### src/rtl/mp_ifetch.sv
`default_nettype none
// ============================================================================
// mp_ifetch : PC owner and fetch queue sitting in front of mp_icache (1-cycle)
// Revision  : 1.0
// ============================================================================
module mp_ifetch #(
  parameter logic [31:0] RESET_PC    = 32'h0000_0000,
  parameter int          QUEUE_DEPTH = 2
) (
  input  logic        sys_clk,
  input  logic        ifetch_rst_n,
  output logic        icache_req,
  output logic [31:0] icache_addr,
  input  logic        icache_vld,
  input  logic [31:0] icache_data,
  input  logic        fetch_redir,
  input  logic [31:0] fetch_redir_pc,
  output logic        dec_vld,
  output logic [31:0] dec_inst,
  output logic [31:0] dec_pc,
  input  logic        dec_rdy
);

  localparam int PTR_W = (QUEUE_DEPTH > 1) ? $clog2(QUEUE_DEPTH) : 1;
  localparam int CNT_W = $clog2(QUEUE_DEPTH + 1);
  localparam logic [PTR_W-1:0] c_last_ptr = PTR_W'(QUEUE_DEPTH - 1);
  localparam logic [CNT_W:0]   c_depth    = (CNT_W + 1)'(QUEUE_DEPTH);
  localparam logic [31:0]      c_pc_init  = RESET_PC & ~32'h3;

  logic [31:0]      r_pc;
  logic             r_inflight;
  logic [31:0]      r_inflight_pc;
  logic [CNT_W-1:0] r_count;
  logic [PTR_W-1:0] r_rd_ptr;
  logic [PTR_W-1:0] r_wr_ptr;
  logic [31:0]      r_q_inst [QUEUE_DEPTH];
  logic [31:0]      r_q_pc   [QUEUE_DEPTH];

  logic             w_deq;
  logic             w_enq;
  logic             w_issue;
  logic [CNT_W:0]   w_credit;

  assign dec_vld  = ifetch_rst_n && (r_count != '0);
  assign dec_inst = r_q_inst[r_rd_ptr];
  assign dec_pc   = r_q_pc[r_rd_ptr];
  assign w_deq    = dec_vld && dec_rdy;

  // Entries already queued, minus the one leaving, plus the one arriving next edge.
  assign w_credit = {1'b0, r_count} - (CNT_W + 1)'(w_deq) + (CNT_W + 1)'(r_inflight);
  assign w_issue  = ifetch_rst_n && !fetch_redir && (w_credit < c_depth);
  assign w_enq    = ifetch_rst_n && r_inflight && !fetch_redir;

  assign icache_req  = w_issue;
  assign icache_addr = r_pc;

  always_ff @(posedge sys_clk) begin
    if (!ifetch_rst_n) begin
      r_pc          <= c_pc_init;
      r_inflight    <= 1'b0;
      r_inflight_pc <= '0;
      r_count       <= '0;
      r_rd_ptr      <= '0;
      r_wr_ptr      <= '0;
    end else if (fetch_redir) begin
      r_pc       <= fetch_redir_pc & ~32'h3;
      r_inflight <= 1'b0;
      r_count    <= '0;
      r_rd_ptr   <= '0;
      r_wr_ptr   <= '0;
    end else begin
      r_inflight <= w_issue;
      if (w_issue) begin
        r_pc          <= r_pc + 32'd4;
        r_inflight_pc <= r_pc;
      end
      if (w_enq)
        r_wr_ptr <= (r_wr_ptr == c_last_ptr) ? '0 : r_wr_ptr + 1'b1;
      if (w_deq)
        r_rd_ptr <= (r_rd_ptr == c_last_ptr) ? '0 : r_rd_ptr + 1'b1;
      r_count <= r_count + CNT_W'(w_enq) - CNT_W'(w_deq);
    end
  end

  // Payload storage carries no reset; validity is tracked by r_count alone.
  always_ff @(posedge sys_clk) begin
    if (w_enq) begin
      r_q_inst[r_wr_ptr] <= icache_data;
      r_q_pc[r_wr_ptr]   <= r_inflight_pc;
    end
  end

`ifndef SYNTHESIS
  always @(posedge sys_clk) begin
    if (w_enq) begin
      assert (!((r_count == CNT_W'(QUEUE_DEPTH)) && !w_deq));
      assert (icache_vld);
    end
  end
`endif

endmodule
`default_nettype wire
### config.mk
export PLATFORM = sky130hd
export DESIGN_NAME = mp_ifetch
export DESIGN_NICKNAME = d
export VERILOG_FILES = /design/src/rtl/mp_ifetch.sv
export SDC_FILE = /design/constraint.sdc
export NUM_CORES = 1
export LEC_CHECK = 0
export CORE_ASPECT_RATIO = 1.1
export CORE_UTILIZATION = 45
export CTS_CLUSTER_DIAMETER = 100
export DETAILED_ROUTE_END_ITERATION = 10
export GPL_ROUTABILITY_DRIVEN = 0
export PLACE_DENSITY = 0.75
export SKIP_CTS_REPAIR_TIMING = 1
export SLEW_MARGIN = 5
export SYNTH_ARGS = -nofsm -noshare
export SYNTH_HDL_FRONTEND = slang
export SYNTH_SLANG_ARGS = --single-unit
### constraint.sdc
create_clock -name sys_clk -period 3.8 [get_ports sys_clk]
set_input_delay 0.76 -clock sys_clk [delete_from_list [all_inputs] [get_ports sys_clk]]
set_output_delay 0.76 -clock sys_clk [all_outputs]
set_load 0.01 [all_outputs]
==> results of run 1 <==
==> area by class of cell <==
class                      instances  area share
sequential                       190      0.5007
multi-input combinational        361      0.2422
timing repair buffer             172      0.1697
clock buffer                      18     0.04355
tap                              204     0.02531
clock inverter                    14     0.01477
inverter                          10    0.003723
==> metrics by stage <==
stage | util | power (uW) | setup WS [ns] | cell area (um^2) | setup TNS [ns]
3_5_place_dp | 0.5747 | 2631 | -0.4689 | 9478 | -1.780
6_report | 0.6114 | 4328 | 0.3134 | 10080 | 0
2_1_floorplan | - | 2449 | 0.1168 | 7647 | 0
3_3_place_gp | 0.5747 | 2618 | -0.3580 | 9478 | -0.7310
4_1_cts | 0.6103 | 4368 | -0.4850 | 10070 | -0.4850
5_1_grt | 0.6114 | 4480 | 0.2421 | 10080 | 0
==> state kept, by name, indices dropped and copies added (netlist names), named ones only <==
register / cells
r_q_inst: 64
r_wr_ptr: 1
r_inflight_pc: 30
icache_addr: 30
r_q_pc: 60
r_inflight: 1
r_rd_ptr: 1
r_count: 2
==> synthesized netlist by cell type (2+ instances only) <==
library cell	count	area share
o21ai_0	13	0.0085
o31a_1	2	0.0023
nand2b_1	7	0.0057
nor2_1	23	0.011
nand3_1	10	0.0066
ha_1	4	0.0066
nand3b_1	3	0.0030
a31oi_1	6	0.0049
o22ai_1	7	0.0057
edfxtp_1	124	0.49
inv_1	9	0.0044
nor2b_1	8	0.0066
a21oi_1	49	0.032
nor3_1	5	0.0033
a32oi_1	4	0.0046
buf_2	5	0.0033
nor4_4	2	0.0056
a22oi_1	12	0.012
mux2_1	3	0.0044
and3_1	5	0.0041
and4_1	2	0.0023
nand2_1	81	0.040
and2_1	5	0.0041
buf_4	4	0.0039
xnor2_1	5	0.0057
xor2_1	8	0.0092
nand4_1	12	0.0098
nand3_2	2	0.0026
dfxtp_1	66	0.17
mux2_2	63	0.093
clkbuf_1	24	0.012
==> path summary, 6_finish.rpt <==
kind / start / endpoint / slack (ns) / cells past startpoint
setup / recovery: dec_rdy / icache_req / 0.31 / 9
hold / removal: r_inflight_pc[23] / r_q_pc[1][23] / 0.45 / 0
setup reg to reg: r_count[1] / icache_addr[19] / 0.62 / 13
hold reg to reg: r_inflight_pc[23] / r_q_pc[1][23] / 0.45 / 0
==> layer usage <==
metal  part of all wire  track usage
met5                  0            0
met1               0.42       0.2481
met4             0.0085      0.05263
met2               0.51       0.3460
met3              0.059      0.05710
==> cell families (layout without fill, tap and decap cells) <==
group | count (synthesis) | in the layout
muxes | 67 | 67
other | 1 | 4
and+or+nand+nor | 173 | 173
adders and majority gates | 5 | 5
AOI/OAI and AO/OA | 99 | 99
DFF | 190 | 190
buffers and inverters | 43 | 214
xor gates and xnor gates | 13 | 13
==> worst register-to-register path, cell delays in order, from the launching register on <==
cell	delay, ns
dfxtp_1	0.48
nor2_1	0.11
nor2_2	0.10
and2_1	0.17
ha_1	0.25
nand2b_1	0.17
fa_2	0.36
xnor2_2	0.20
nand3_2	0.13
inv_2	0.08
buf_4	0.41
nand3_1	0.17
mux2_1	0.35
a21oi_1	0.13
==> placed cells by master (no fill, tap or decap), types with 5 or more instances in the layout <==
cell type	count
clkbuf_16	17
nand2_1	81
nand2b_1	7
a22oi_1	12
nor2_1	21
a31oi_1	6
nand4_1	12
a21oi_1	49
o22ai_1	7
and2_1	5
nand3_1	10
buf_4	11
inv_1	8
o21ai_0	13
nor2b_1	8
nor3_1	5
clkdlybuf4s50_1	157
edfxtp_1	124
xor2_1	8
mux2_2	63
dfxtp_1	65
==> where the power goes <==
part           internal [uW]  switching [uW]
combinational            164             137
clock                    949             794
sequential              2240            48.4
==> impl_metrics.py, run 1 <==
metrics = {
    "yosys": {
        "primary_ff_master_synth": "edfxtp_1",
        "post_synth_and_or_nand_nor_area_fraction": 0.1152,
        "synth_compound_gate_area_share": 0.07671,
        "yosysWarnings": 0,
        "yosys-mux-area-fraction": 0.09867,
        "synthAdderAreaFrac": 0.009179,
        "synth-seq-area-share": 0.6609,
        "yosys.area_share.xor_xnor": 0.01492,
        "yosys.cell_types.count": 49,
        "synthesis.instances": 591,
        "synth-edff-count": 124,
        "synth_top_family_by_area": "simple AND/OR/NAND/NOR gates",
        "async_flop_share": 0,
        "synth_cell_area_um2": 7634,
        "synth.ff_latch_count": 190,
        "avgSynthCellArea_um2": 12.92,
    },
    "detailed_routing": {
        "routed-via-count": 5195,
        "postRouteWirelength_um": 17080,
        "drtPass1Iterations": 4,
        "avgViaCountPerCell": 5.361,
        "wire_per_inst_um": 17.63,
        "final_antenna_net_count": 0,
        "detailedRoute.firstIterationViolations": 347,
        "drcViolationCount": 0,
    },
    "final_layout": {
        "layout-drive-gt1-share": 0.1634,
        "footprint_of_the_multi_input_gates_um2": 2442,
        "nFillCells": 1271,
        "number_of_standard_cells_in_the_final_layout_excluding_fillers": 969,
        "finish.net_count": 826,
        "antenna-diode-count": 0,
        "area_delta_synth_final_pct": 32.09,
        "area.sequential_um2": 5049,
    },
    "timing": {
        "worst_hold_slack_ns": 0.4532,
        "maxSlewHeadroom": 0.4242,
        "final.setup_skew_ns": 0.005049,
        "min_period_over_period": 0.9175,
        "grt_setup_unrepaired": "false",
        "hold_viol": 0,
        "worstMarginPinSlew_ns": 0.8637,
        "max_freq_ghz": 0.2868,
        "final-max-slew-violation-count": 0,
        "timing.final.crit_period_ns": 3.487,
        "setup_viol": 0,
    },
    "clock_tree": {
        "cts_made_buffers": 17,
        "tritoncts_clock_tree": "done",
        "clock_insertion_delay_worst_skew_ns": 0.42,
        "worst_setup_hold_path_clk_slew_ns": 0.07,
        "ctsLongestPathBuffers": 2,
        "ctsHtreeMaxLevel": 4,
        "clockRootBuffer": "clkbuf_16",
        "clkSinkCount": 190,
    },
    "global_route": {
        "track_usage": 0.2013,
        "grt_start_max_net_pins": 63,
        "gr-total-overflow": 0,
        "number_of_antenna_violations_at_the_first_check_in_global_routing": 0,
        "via_count_of_the_first_global_routing_pass": 5265,
        "grt_first_pass_wirelength_um": 27320,
    },
    "worst_setup_path": {
        "peak_per_stage_delay_on_the_critical_path_ns": 0.45,
        "worst-path-buf-inv": 3,
        "timing_worst_setup_path_type": "in -> out",
        "worst_ep_arrival_time_ns": 2.73,
        "worstSetupEndpointType": "output pin",
        "critPathLaunchType": "primary input",
        "critical-path-top-delay-family": "buffers and inverters",
        "path_max_fanout": 2,
        "cp_cell_sequence": "clkdlybuf4s50_1 -> and2_1 -> ha_1 -> nand2b_1 -> fa_2 -> xnor2_2 -> nand3_2 -> inv_2 -> clkbuf_2",
        "cpMaxStageDelayCell": "clkdlybuf4s50_1",
        "critical_path_required_ns": 3.04,
    },
    "die": {
        "placeableCoreArea_um2": 16490,
        "starting_utilization_of_the_core_area": 0.4629,
        "num_io_pins": 167,
        "core.rowCount": 49,
        "horizontal_extent_of_the_die_um": 126.2,
        "chipHeight_um": 138.6,
        "die-area_um2": 17490,
    },
    "worst_hold_path": {
        "min_path_type": "reg -> reg",
    },
    "power": {
        "peak_supply_drop_mv": 0.3293,
        "power.static_leakage_uw": 0.003419,
        "power_density_nw_per_um2": 429.2,
    },
    "status": {
        "outcome": "complete, no violations",
    },
    "place": {
        "numPlacedInstances": 936,
        "port_buffers": 159,
        "dp.final_hpwl_um": 11200,
    },
    "flow_run": {
        "maxCapViolCount": 0,
    },
}
Note: power is estimated with default switching activity, not from simulation.
==> inputs of run 2 (changes only) <==
--- a/config.mk
+++ b/config.mk
@@ -10,7 +10,7 @@
 export CTS_CLUSTER_DIAMETER = 100
 export DETAILED_ROUTE_END_ITERATION = 10
 export GPL_ROUTABILITY_DRIVEN = 0
-export PLACE_DENSITY = 0.75
+export PLACE_DENSITY = 0.72
 export SKIP_CTS_REPAIR_TIMING = 1
 export SLEW_MARGIN = 5
 export SYNTH_ARGS = -nofsm -noshare
==> constraint.sdc (replaced) <==
create_clock -name sys_clk -period 4.1 [get_ports sys_clk]
set_input_delay 0.82 -clock sys_clk [delete_from_list [all_inputs] [get_ports sys_clk]]
set_output_delay 0.82 -clock sys_clk [all_outputs]
set_load 0.01 [all_outputs]
==> impl_metrics.py, run 2 (synthesis results as in run 1) <==
metrics = {
    "place": {
        "numPlacedInstances": 937,
        "port_buffers": 159,
        "dp.final_hpwl_um": 10620,
        "dpl-instance-area_um2": 9460,
    },
    "final_layout": {
        "antenna-diode-count": 0,
        "layout.cells.most_common_list": "clkdlybuf4s50_1, edfxtp_1, nand2_1",
        "flip_flop_count_of_the_largest_register_after_layout": 64,
        "layout-drive-gt1-share": 0.1606,
        "finish.net_count": 827,
        "layout_commonest_cell": "clkdlybuf4s50_1",
        "number_of_standard_cells_in_the_final_layout_excluding_fillers": 970,
        "layout_top_registers": "r_q_inst x64, r_q_pc x60",
        "registers.top_by_ff_count": "r_q_inst",
        "post-route-cell-area_um2": 10100,
        "area_delta_synth_final_pct": 32.31,
        "nFillCells": 1293,
    },
    "timing": {
        "tns_ns": 0,
        "final.setup_skew_ns": 0.01013,
        "worstMarginPinSlew_ns": 0.8959,
        "setup_viol": 0,
        "grt_setup_unrepaired": "false",
        "maxSlewHeadroom": 0.4028,
        "timing.final.crit_period_ns": 3.872,
        "max_freq_ghz": 0.2583,
        "min_period_over_period": 0.9444,
        "hold_viol": 0,
        "final-max-slew-violation-count": 0,
    },
    "global_route": {
        "track_usage": 0.1932,
        "gr-total-overflow": 0,
        "met3_usage_in_global_routing": 0.05247,
        "number_of_antenna_violations_at_the_first_check_in_global_routing": 1,
        "grt_busiest_layer": "met2",
        "grt_start_max_net_pins": 63,
        "grt_first_pass_wirelength_um": 26110,
        "gr_layer_usage_met1": 0.2275,
        "use_met2": 0.3300,
        "via_count_of_the_first_global_routing_pass": 5204,
    },
    "die": {
        "starting_utilization_of_the_core_area": 0.4629,
        "core.rowCount": 49,
        "horizontal_extent_of_the_die_um": 126.2,
        "placeableCoreArea_um2": 16490,
        "die-area_um2": 17490,
        "num_io_pins": 167,
        "chipHeight_um": 138.6,
    },
    "detailed_routing": {
        "detailedRoute.firstIterationViolations": 282,
        "drtPass1Iterations": 5,
        "wire_per_inst_um": 17.04,
        "routed-via-count": 5190,
        "drcViolationCount": 0,
        "postRouteWirelength_um": 16530,
        "avgViaCountPerCell": 5.351,
        "final_antenna_net_count": 0,
    },
    "worst_setup_path": {
        "regToRegSetupSlack_ns": 0.87,
        "worst_ep_arrival_time_ns": 3.05,
        "critical_path_required_ns": 3.28,
        "timing_worst_setup_path_type": "in -> out",
        "critPathLaunchType": "primary input",
        "path_max_fanout": 2,
        "worst_r2r_endpoint": "icache_addr[15]",
        "worstSetupEndpointType": "output pin",
        "r2r_cells": 13,
        "r2r_start": "r_count[1]",
    },
    "clock_tree": {
        "clkSinkCount": 190,
        "cts_made_buffers": 17,
        "worst_setup_hold_path_clk_slew_ns": 0.07,
        "ctsLongestPathBuffers": 2,
        "clockRootBuffer": "clkbuf_16",
        "tritoncts_clock_tree": "done",
        "clock_insertion_delay_worst_skew_ns": 0.43,
        "ctsHtreeMaxLevel": 4,
    },
    "worst_hold_path": {
        "worst_hold_startpoint": "r_inflight_pc[12]",
        "min_path_type": "reg -> reg",
        "hold_depth": 0,
        "worstHoldEndpoint": "r_q_pc[1][12]",
    },
    "power": {
        "power_density_nw_per_um2": 404.9,
        "peak_supply_drop_mv": 0.2724,
        "post-layout-total-power_uw": 4089,
        "power.static_leakage_uw": 0.003441,
    },
    "status": {
        "outcome": "complete, no violations",
    },
    "flow_run": {
        "maxCapViolCount": 0,
    },
}
[run 2: changes by cell type in the layout (fill, tap and decap cells not counted), moves of 2 or more]
cell | before | now
clkbuf_16 | 17 | 19
inv_8 | 4 | 1
clkinv_2 | 1 | 3
buf_4 | 11 | 14
clkinv_4 | 3 | 1
buf_12 | 2 | 0
[run 2: layout make-up]
cell class / instances / area (um^2) / area share
multi-input combinational: 361 / 2437 / 0.2413
clock buffer: 19 / 475.5 / 0.04708
inverter: 10 / 37.54 / 0.003717
tap: 204 / 255.2 / 0.02527
sequential: 190 / 5049 / 0.4999
clock inverter: 13 / 146.4 / 0.01449
timing repair buffer: 173 / 1699 / 0.1682
[run 2: power breakdown]
group	total [uW]	switching (uW)	internal [uW]
Sequential	2120	45.4	2070
Combinational	275	123	152
Clock	1700	712	984
Total	4090	881	3210
[run 2: metrics by stage]
stage | util | hold WS (ns) | setup slack [ns]
6_report | 0.6124 | 0.4539 | 0.2280
5_1_grt | 0.6124 | 0.4660 | 0.05720
3_3_place_gp | 0.5736 | 0.4324 | -0.1408
2_1_floorplan | - | 0.4254 | 0.2968
4_1_cts | 0.6113 | 0.4550 | -0.1851
3_5_place_dp | 0.5736 | 0.4386 | -0.1798
[run 2: how the worst max path moves through the flow]
stage	from	to	slack, ns
after floorplan	ifetch_rst_n	icache_req	0.30
after global placement	ifetch_rst_n	icache_req	-0.14
after detailed placement	ifetch_rst_n	icache_req	-0.18
after CTS	ifetch_rst_n	icache_req	-0.19
after global routing	ifetch_rst_n	icache_req	0.06
final	ifetch_rst_n	icache_req	0.23
[run 2: critical path, stage by stage]
cell,delay (ns)
clkdlybuf4s50_1,0.51
inv_2,0.05
nor2_1,0.12
and2_1,0.17
ha_1,0.24
nand2b_1,0.16
fa_1,0.41
xnor2_2,0.21
nand3_2,0.11
inv_2,0.09
dlymetal6s2s_1,0.17
[run 2: per-layer routing]
layer | vias to the layer above | part of all wire | wire, um
li1 | 2489 | - | -
met1 | 2517 | 0.43 | 7048
met2 | 159 | 0.50 | 8268
met3 | 23 | 0.054 | 894
met4 | 2 | 0.018 | 305
met5 | - | 0.00079 | 13
